===== src/rtl/sram_arb_pkg.sv =====
// -----------------------------------------------------------------------------
// sram_arb_pkg
//   Shared definitions for the single-port SRAM arbiter: requester indices,
//   counter widths, the response pipeline tag and a lowest-index picker.
//   Imported by sram_arb_wait_cnt and sram_port_arbiter.
// -----------------------------------------------------------------------------
package sram_arb_pkg;

    // Requester indices. A lower index means a higher fixed priority.
    localparam int REQ_MGMT  = 0;
    localparam int REQ_DATA  = 1;
    localparam int REQ_FETCH = 2;
    localparam int NUM_REQ   = 3;

    // Starvation counter width. It covers MAX_WAIT values of 1..15.
    localparam int WAIT_W = 4;

    // Width of each statistics counter.
    localparam int STAT_W = 16;

    typedef logic [1:0] req_id_t;

    // One tag travels alongside each SRAM access. When it reaches stage 2,
    // the tag routes the response back to its requester.
    typedef struct packed {
        logic    valid;
        req_id_t id;
        logic    we;
    } rsp_tag_t;

    localparam rsp_tag_t TAG_IDLE = '0;

    // Returns a one-hot vector with only the lowest set bit of v kept.
    // It returns zero when v is zero.
    function automatic logic [NUM_REQ-1:0] lowest_onehot(input logic [NUM_REQ-1:0] v);
        return v & (~v + 1'b1);
    endfunction

endpackage


===== src/rtl/sram_arb_wait_cnt.sv =====
// -----------------------------------------------------------------------------
// sram_arb_wait_cnt
//   Starvation counter for one requester. It counts consecutive cycles in
//   which the requester is valid but not granted, and saturates at MAX_WAIT.
//   It clears on a grant or when the request is withdrawn.
//   Ports:
//     clk, rst  clock, asynchronous active-low reset
//     valid     requester has a pending request
//     grant     requester was granted this cycle
//     starved   count has reached MAX_WAIT (requester is force-granted next)
// -----------------------------------------------------------------------------
module sram_arb_wait_cnt
    import sram_arb_pkg::*;
#(
    parameter int MAX_WAIT = 4
) (
    input  logic clk,
    input  logic rst,
    input  logic valid,
    input  logic grant,
    output logic starved
);

    localparam logic [WAIT_W-1:0] LIMIT = WAIT_W'(MAX_WAIT);

    logic [WAIT_W-1:0] count;

    // NOTE: Sequential state uses non-blocking assignments, and reset is
    // asynchronous in the sensitivity list. Every reader therefore sees the
    // value from before the clock edge.
    always_ff @(posedge clk or negedge rst) begin
        if (!rst) begin
            count <= '0;
        end else if (!valid || grant) begin
            count <= '0;
        end else if (count < LIMIT) begin
            count <= count + 1'b1;
        end
    end

    assign starved = (count >= LIMIT);

endmodule


===== src/rtl/sram_port_arbiter.sv =====
// -----------------------------------------------------------------------------
// sram_port_arbiter
//   Shares one single-port SRAM macro between three requesters:
//   mgmt (0), core data (1) and instruction fetch (2).
//   - Priority is fixed, lowest index first.
//   - A starvation guard force-grants any requester that has been denied
//     MAX_WAIT cycles in a row.
//   - At most one access is made per cycle.
//   - The SRAM pins are driven from registers.
//   - Each response comes back exactly 2 cycles after its grant, routed by
//     requester id.
//
//   Optional feature macro: SRAM_ARB_STATS_EN
//   - Enables 16-bit saturating per-requester wait statistics.
//   - Without the macro, stat_wait reads 0 and stat_clear is ignored.
//
//   Ports:
//     clk, rst     clock, asynchronous active-low reset
//     req_valid    [3]       request pending; payload stable until granted
//     req_we       [3]       1 = write, 0 = read
//     req_mask     [3*MW]    byte write mask, requester i at [MW*i +: MW]
//     req_addr     [3*AW]    word address, requester i at [AW*i +: AW]
//     req_wdata    [3*DW]    write data, requester i at [DW*i +: DW]
//     req_grant    [3]       one-hot combinational accept
//     rsp_valid    [3]       one-hot response pulse
//     rsp_rdata    [DW]      read data (0 for a write acknowledge)
//     sram_csb     chip select, active-low
//     sram_web     write enable, active-low
//     sram_wmask   [MW]      byte mask
//     sram_addr    [AW]      word address
//     sram_din     [DW]      write data
//     sram_dout    [DW]      read data, valid the cycle after capture
//     stat_clear   clear statistics counters
//     stat_wait    [3*16]    per-requester wait statistics
// -----------------------------------------------------------------------------
module sram_port_arbiter
    import sram_arb_pkg::*;
#(
    parameter int ADDR_WIDTH = 9,
    parameter int DATA_WIDTH = 32,
    parameter int MAX_WAIT   = 4
) (
    input  logic                                 clk,
    input  logic                                 rst,
    input  logic [NUM_REQ-1:0]                   req_valid,
    input  logic [NUM_REQ-1:0]                   req_we,
    input  logic [NUM_REQ*(DATA_WIDTH/8)-1:0]    req_mask,
    input  logic [NUM_REQ*ADDR_WIDTH-1:0]        req_addr,
    input  logic [NUM_REQ*DATA_WIDTH-1:0]        req_wdata,
    output logic [NUM_REQ-1:0]                   req_grant,
    output logic [NUM_REQ-1:0]                   rsp_valid,
    output logic [DATA_WIDTH-1:0]                rsp_rdata,
    output logic                                 sram_csb,
    output logic                                 sram_web,
    output logic [DATA_WIDTH/8-1:0]              sram_wmask,
    output logic [ADDR_WIDTH-1:0]                sram_addr,
    output logic [DATA_WIDTH-1:0]                sram_din,
    input  logic [DATA_WIDTH-1:0]                sram_dout,
    input  logic                                 stat_clear,
    output logic [NUM_REQ*STAT_W-1:0]            stat_wait
);

    localparam int MASK_W = DATA_WIDTH / 8;

    // ---------------------------------------------------------------------
    // Starvation counters, one per requester
    // ---------------------------------------------------------------------
    logic [NUM_REQ-1:0] starved;

    for (genvar i = 0; i < NUM_REQ; i++) begin : g_wait
        sram_arb_wait_cnt #(
            .MAX_WAIT (MAX_WAIT)
        ) u_wait_cnt (
            .clk     (clk),
            .rst     (rst),
            .valid   (req_valid[i]),
            .grant   (req_grant[i]),
            .starved (starved[i])
        );
    end

    // ---------------------------------------------------------------------
    // Arbitration: a starved requester beats fixed priority. Among several
    // starved requesters, the lowest index wins.
    // ---------------------------------------------------------------------
    logic [NUM_REQ-1:0] forced;

    always_comb begin
        forced    = req_valid & starved;
        req_grant = (|forced) ? lowest_onehot(forced) : lowest_onehot(req_valid);
    end

    // ---------------------------------------------------------------------
    // Payload of the granted requester
    // ---------------------------------------------------------------------
    req_id_t                 sel_id;
    logic                    sel_we;
    logic [MASK_W-1:0]       sel_mask;
    logic [ADDR_WIDTH-1:0]   sel_addr;
    logic [DATA_WIDTH-1:0]   sel_wdata;

    // NOTE: Every signal gets a default before the loop. Otherwise the
    // no-grant path would leave it unassigned and infer a latch.
    always_comb begin
        sel_id    = '0;
        sel_we    = 1'b0;
        sel_mask  = '0;
        sel_addr  = '0;
        sel_wdata = '0;
        for (int i = 0; i < NUM_REQ; i++) begin
            if (req_grant[i]) begin
                sel_id    = req_id_t'(i);
                sel_we    = req_we[i];
                sel_mask  = req_mask[i*MASK_W +: MASK_W];
                sel_addr  = req_addr[i*ADDR_WIDTH +: ADDR_WIDTH];
                sel_wdata = req_wdata[i*DATA_WIDTH +: DATA_WIDTH];
            end
        end
    end

    // ---------------------------------------------------------------------
    // Registered SRAM drive. On idle cycles the chip is deselected, and
    // addr/din/wmask hold their last values to avoid needless toggling.
    // ---------------------------------------------------------------------
    always_ff @(posedge clk or negedge rst) begin
        if (!rst) begin
            sram_csb   <= 1'b1;
            sram_web   <= 1'b1;
            sram_wmask <= '0;
            sram_addr  <= '0;
            sram_din   <= '0;
        end else if (|req_grant) begin
            sram_csb   <= 1'b0;
            sram_web   <= ~sel_we;
            sram_wmask <= sel_mask;
            sram_addr  <= sel_addr;
            sram_din   <= sel_wdata;
        end else begin
            sram_csb   <= 1'b1;
            sram_web   <= 1'b1;
        end
    end

    // ---------------------------------------------------------------------
    // Response tag pipeline.
    //   Stage 1 is alongside the SRAM access (the cycle after the grant).
    //   Stage 2 is alongside sram_dout (two cycles after the grant).
    // ---------------------------------------------------------------------
    rsp_tag_t tag_s1;
    rsp_tag_t tag_s2;

    always_ff @(posedge clk or negedge rst) begin
        if (!rst) begin
            tag_s1 <= TAG_IDLE;
            tag_s2 <= TAG_IDLE;
        end else begin
            tag_s1 <= '{valid: |req_grant, id: sel_id, we: sel_we};
            tag_s2 <= tag_s1;
        end
    end

    always_comb begin
        rsp_valid = '0;
        rsp_rdata = '0;
        for (int i = 0; i < NUM_REQ; i++) begin
            rsp_valid[i] = tag_s2.valid && (tag_s2.id == req_id_t'(i));
        end
        // A write is acknowledged with zero data. The SRAM output is
        // undefined after a write cycle.
        if (tag_s2.valid && !tag_s2.we) begin
            rsp_rdata = sram_dout;
        end
    end

    // ---------------------------------------------------------------------
    // Optional wait statistics
    // ---------------------------------------------------------------------
`ifdef SRAM_ARB_STATS_EN
    for (genvar i = 0; i < NUM_REQ; i++) begin : g_stat
        logic [STAT_W-1:0] stat_cnt;

        always_ff @(posedge clk or negedge rst) begin
            if (!rst) begin
                stat_cnt <= '0;
            end else if (stat_clear) begin
                stat_cnt <= '0;
            end else if (req_valid[i] && !req_grant[i] && (stat_cnt != '1)) begin
                stat_cnt <= stat_cnt + 1'b1;
            end
        end

        assign stat_wait[i*STAT_W +: STAT_W] = stat_cnt;
    end
`else
    logic unused_stat_clear;

    assign unused_stat_clear = stat_clear;
    assign stat_wait         = '0;
`endif

endmodule

===== config.mk =====
export PLATFORM = sky130hd
export DESIGN_NAME = sram_port_arbiter
export DESIGN_NICKNAME = d
export VERILOG_FILES = /design/src/rtl/sram_arb_pkg.sv /design/src/rtl/sram_arb_wait_cnt.sv /design/src/rtl/sram_port_arbiter.sv
export SDC_FILE = /design/constraint.sdc
export NUM_CORES = 1
export LEC_CHECK = 0
export ABC_AREA = 1
export BUFFER_PORTS_ARGS = -buffer_cell sky130_fd_sc_hd__buf_2
export CAP_MARGIN = 20
export CORE_AREA = 2 2 120 122
export DETAILED_ROUTE_END_ITERATION = 10
export DIE_AREA = 0 0 122 124
export HOLD_SLACK_MARGIN = 0.15
export PLACE_DENSITY = 0.64
export RECOVER_POWER = 50
export SETUP_SLACK_MARGIN = 0.2
export SLEW_MARGIN = 25
export SYNTH_ARGS = -nofsm -noshare
export SYNTH_HDL_FRONTEND = slang
export SYNTH_SLANG_ARGS = --single-unit

===== constraint.sdc =====
create_clock -name clk -period 1.5 [get_ports clk]
set_input_delay 0.225 -clock clk [delete_from_list [all_inputs] [get_ports clk]]
set_output_delay 0.225 -clock clk [all_outputs]
set_load 0.03 [all_outputs]

==> flow_summary.toml <==
[synth]
synthFlopType = "dfrtp_1"
synthTopCellsByCount = "196 x nand2_1, 133 x nor2_1, 94 x inv_1"
ys_ff_latch = 67
syn-cell-area_um2 = 4230
ys_seq_area_share_pct = 39.7
ys_warn_count = 0
synth.area.top_cells = "dfrtp_1 38%, nand2_1 17%, nor2_1 12%, buf_4 9.6%, inv_1 8.3%"
yosysMostFrequentCell = "nand2_1"
yosysUniqueCellTypes = 23
syn_avg_cell_area_um2 = 6.55
synth_cells = 646
synth_top_area_share_pct = 38.4
synth-async-reset-ratio_pct = 100
yosys.area.top_type = "dfrtp_1"
synth_edf_count = 0

[clocking]
clk_path_buf_depth = 2
htreeDepth = 3
clk_latency_ns = 0.32
cts_tree = "built"
clock-sinks = 67
root_buffer = "clkbuf_16"
clkTransAtPathRegs_ns = 0.05
cts_made_buffers = 9

[floorplanning]
chipHeight_um = 124
ios = 309
core_um2 = 13700
fp.dieW_um = 122
row_count = 43
initial_core_util_pct = 30.9
die_area_um2 = 15100

[grt]
grt_max_degree = 46
track_usage_pct = 17.3
grt_pass1_vias = 4220
grt_pass1_wl_um = 20300
antenna_found_initial = 0
grt_remaining_overflow = 0

[timing]
finalSetupViolations = 84
timing.fmax_ghz = 0.567
period_minus_slack_ns = 1.76
worst_pin_slew_ns = 0.603
rsz0062_at_grt = "true"
skew_ns = 0.00579
slew_headroom_pct = 59.8
post-route-period-util_pct = 118
setup_slack_ns = -0.264
hold_violations = 0
finalMaxSlewViolations = 0

[final_layout]
multi_input_area_um2 = 2260
diodes = 0
fillerInstances = 1377
regArea_um2 = 1680
final_nets = 1120
drive_above_1_share_pct = 42.3
final_cell_count_no_fill = 1126
final_area_um2 = 7150
area_delta_synth_final_pct = 69.0

[pwr]
power.leakage_nw = 4.24
ir_drop_mv = 0.540
p_per_area_nw_per_um2 = 982

[worst_setup_path]
crit_path_start_kind = "flop"
rr_worst_depth = 11
path_max_fanout = 5
crit_path_end_kind = "primary output"
critPathKind = "reg -> out"
required_ns = 1.27
cp.arrival_ns = 1.54

[detailed_routing]
wl_per_cell_um = 13.0
dr.pass1.iters = 5
drtIter0Drc = 139
vias = 4721
drc = 0
wl_um = 14600
postRouteAntennaNets = 0
via_per_inst = 4.19

[placed_design]
dp_cells = 1080
place_hpwl_um = 9950
io_buffers = 259
placed_area_um2 = 6000
gp_congestion = 0.749

[min_path]
hold_class = "in -> reg"
min_path_cells = 4

[run_status]
outcome = "finished with violations"
failed_checks = "setup timing"

[run]
maxCapViolCount = 0
## through the flow
stage / setup slack (ns) / total power [mW] / utilization, % / hold WS, ns / setup TNS [ns]
2_1_floorplan: 0.0128 / 3.87 / - / -0.0706 / 0
3_5_place_dp: -0.0671 / 4.54 / 43.7 / 0.238 / -1.97
6_report: -0.264 / 7.02 / 52.1 / 0.165 / -15.19
4_1_cts: -0.243 / 6.97 / 50.5 / 0.165 / -12.05
3_3_place_gp: -0.0617 / 4.52 / 43.7 / 0.236 / -1.51
5_1_grt: -0.329 / 7.40 / 52.1 / 0.195 / -20.84
## per-layer routing
layer / part of all wire, % / track usage (%)
met1: 38 / 20.0
met2: 54 / 31.8
met3: 7.0 / 3.98
met4: 0.98 / 5.03
met5: 0 / 0
## cell families after synthesis
family,share of synthesized area (%)
simple gates,36.5
compound gates,1.48
fa+ha+maj,0.887
flops,39.7
xor+xnor,0.207
buf+inv,21.2
other cells,0.0886
## where the power goes
group | switching (mW) | internal (mW) | total (mW)
sequential | 0.128 | 2.06 | 2.18
combinational | 1.70 | 1.04 | 2.74
clock | 0.722 | 1.38 | 2.10
total | 2.55 | 4.47 | 7.02
## critical path, cell delays in order (launching register included)
cell	delay (ns)
dfrtp_1	0.40
o21ai_4	0.24
nand4_1	0.19
nand2_2	0.15
buf_12	0.12
buf_8	0.12
## final cells by class
class	count	area share (%)
Timing Repair Buffer	315	32.5
Multi-Input combinational cell	453	31.6
Sequential cell	67	23.5
Inverter	95	5.09
Clock buffer	14	3.69
Tap cell	180	3.15
Clock inverter	2	0.490
## state kept, by name (all words and copies together), names as in the netlist
register / count
sram_wmask: 4
sram_din: 32
sram_web: 1
sram_addr: 9
sram_csb: 1
tag_s2: 4
g_wait.u_wait_cnt.count: 12
tag_s1: 4
## what timing repair did
action                                  in CTS  in global routing
cloned                                       4                  5
setup buffers                               17                  3
hold endpoints to repair                    65                  0
hold buffers                                 1                  0
gates resized for setup                    119                 24
pin swaps                                   14                 12
endpoints found under the setup margin      96                 97
## worst paths after layout
path | start | end | slack [ns]
setup / recovery | g_wait[1].u_wait_cnt.count[2] | req_grant[1] | -0.26
hold / removal | req_we[0] | sram_web | 0.17
setup reg to reg | g_wait[1].u_wait_cnt.count[2] | sram_din[2] | -0.25
hold reg to reg | tag_s1[3] | tag_s2[3] | 0.35
max in group asynchronous | rst | tag_s2[1] | 0.45
min in group asynchronous | rst | sram_din[8] | 0.54
## cells in the final DEF, fill, tap and decap left out, types with 7 or more instances in the layout
cell type  count
nor2_1        93
dfrtp_1       64
nand2_1      187
nor2_4        36
inv_1         89
clkbuf_16     14
buf_6         48
nand2_2        7
buf_2        221
buf_12        11
nand3_1       47
conb_1        49
buf_4         20
(Power assumes the default switching activity.)
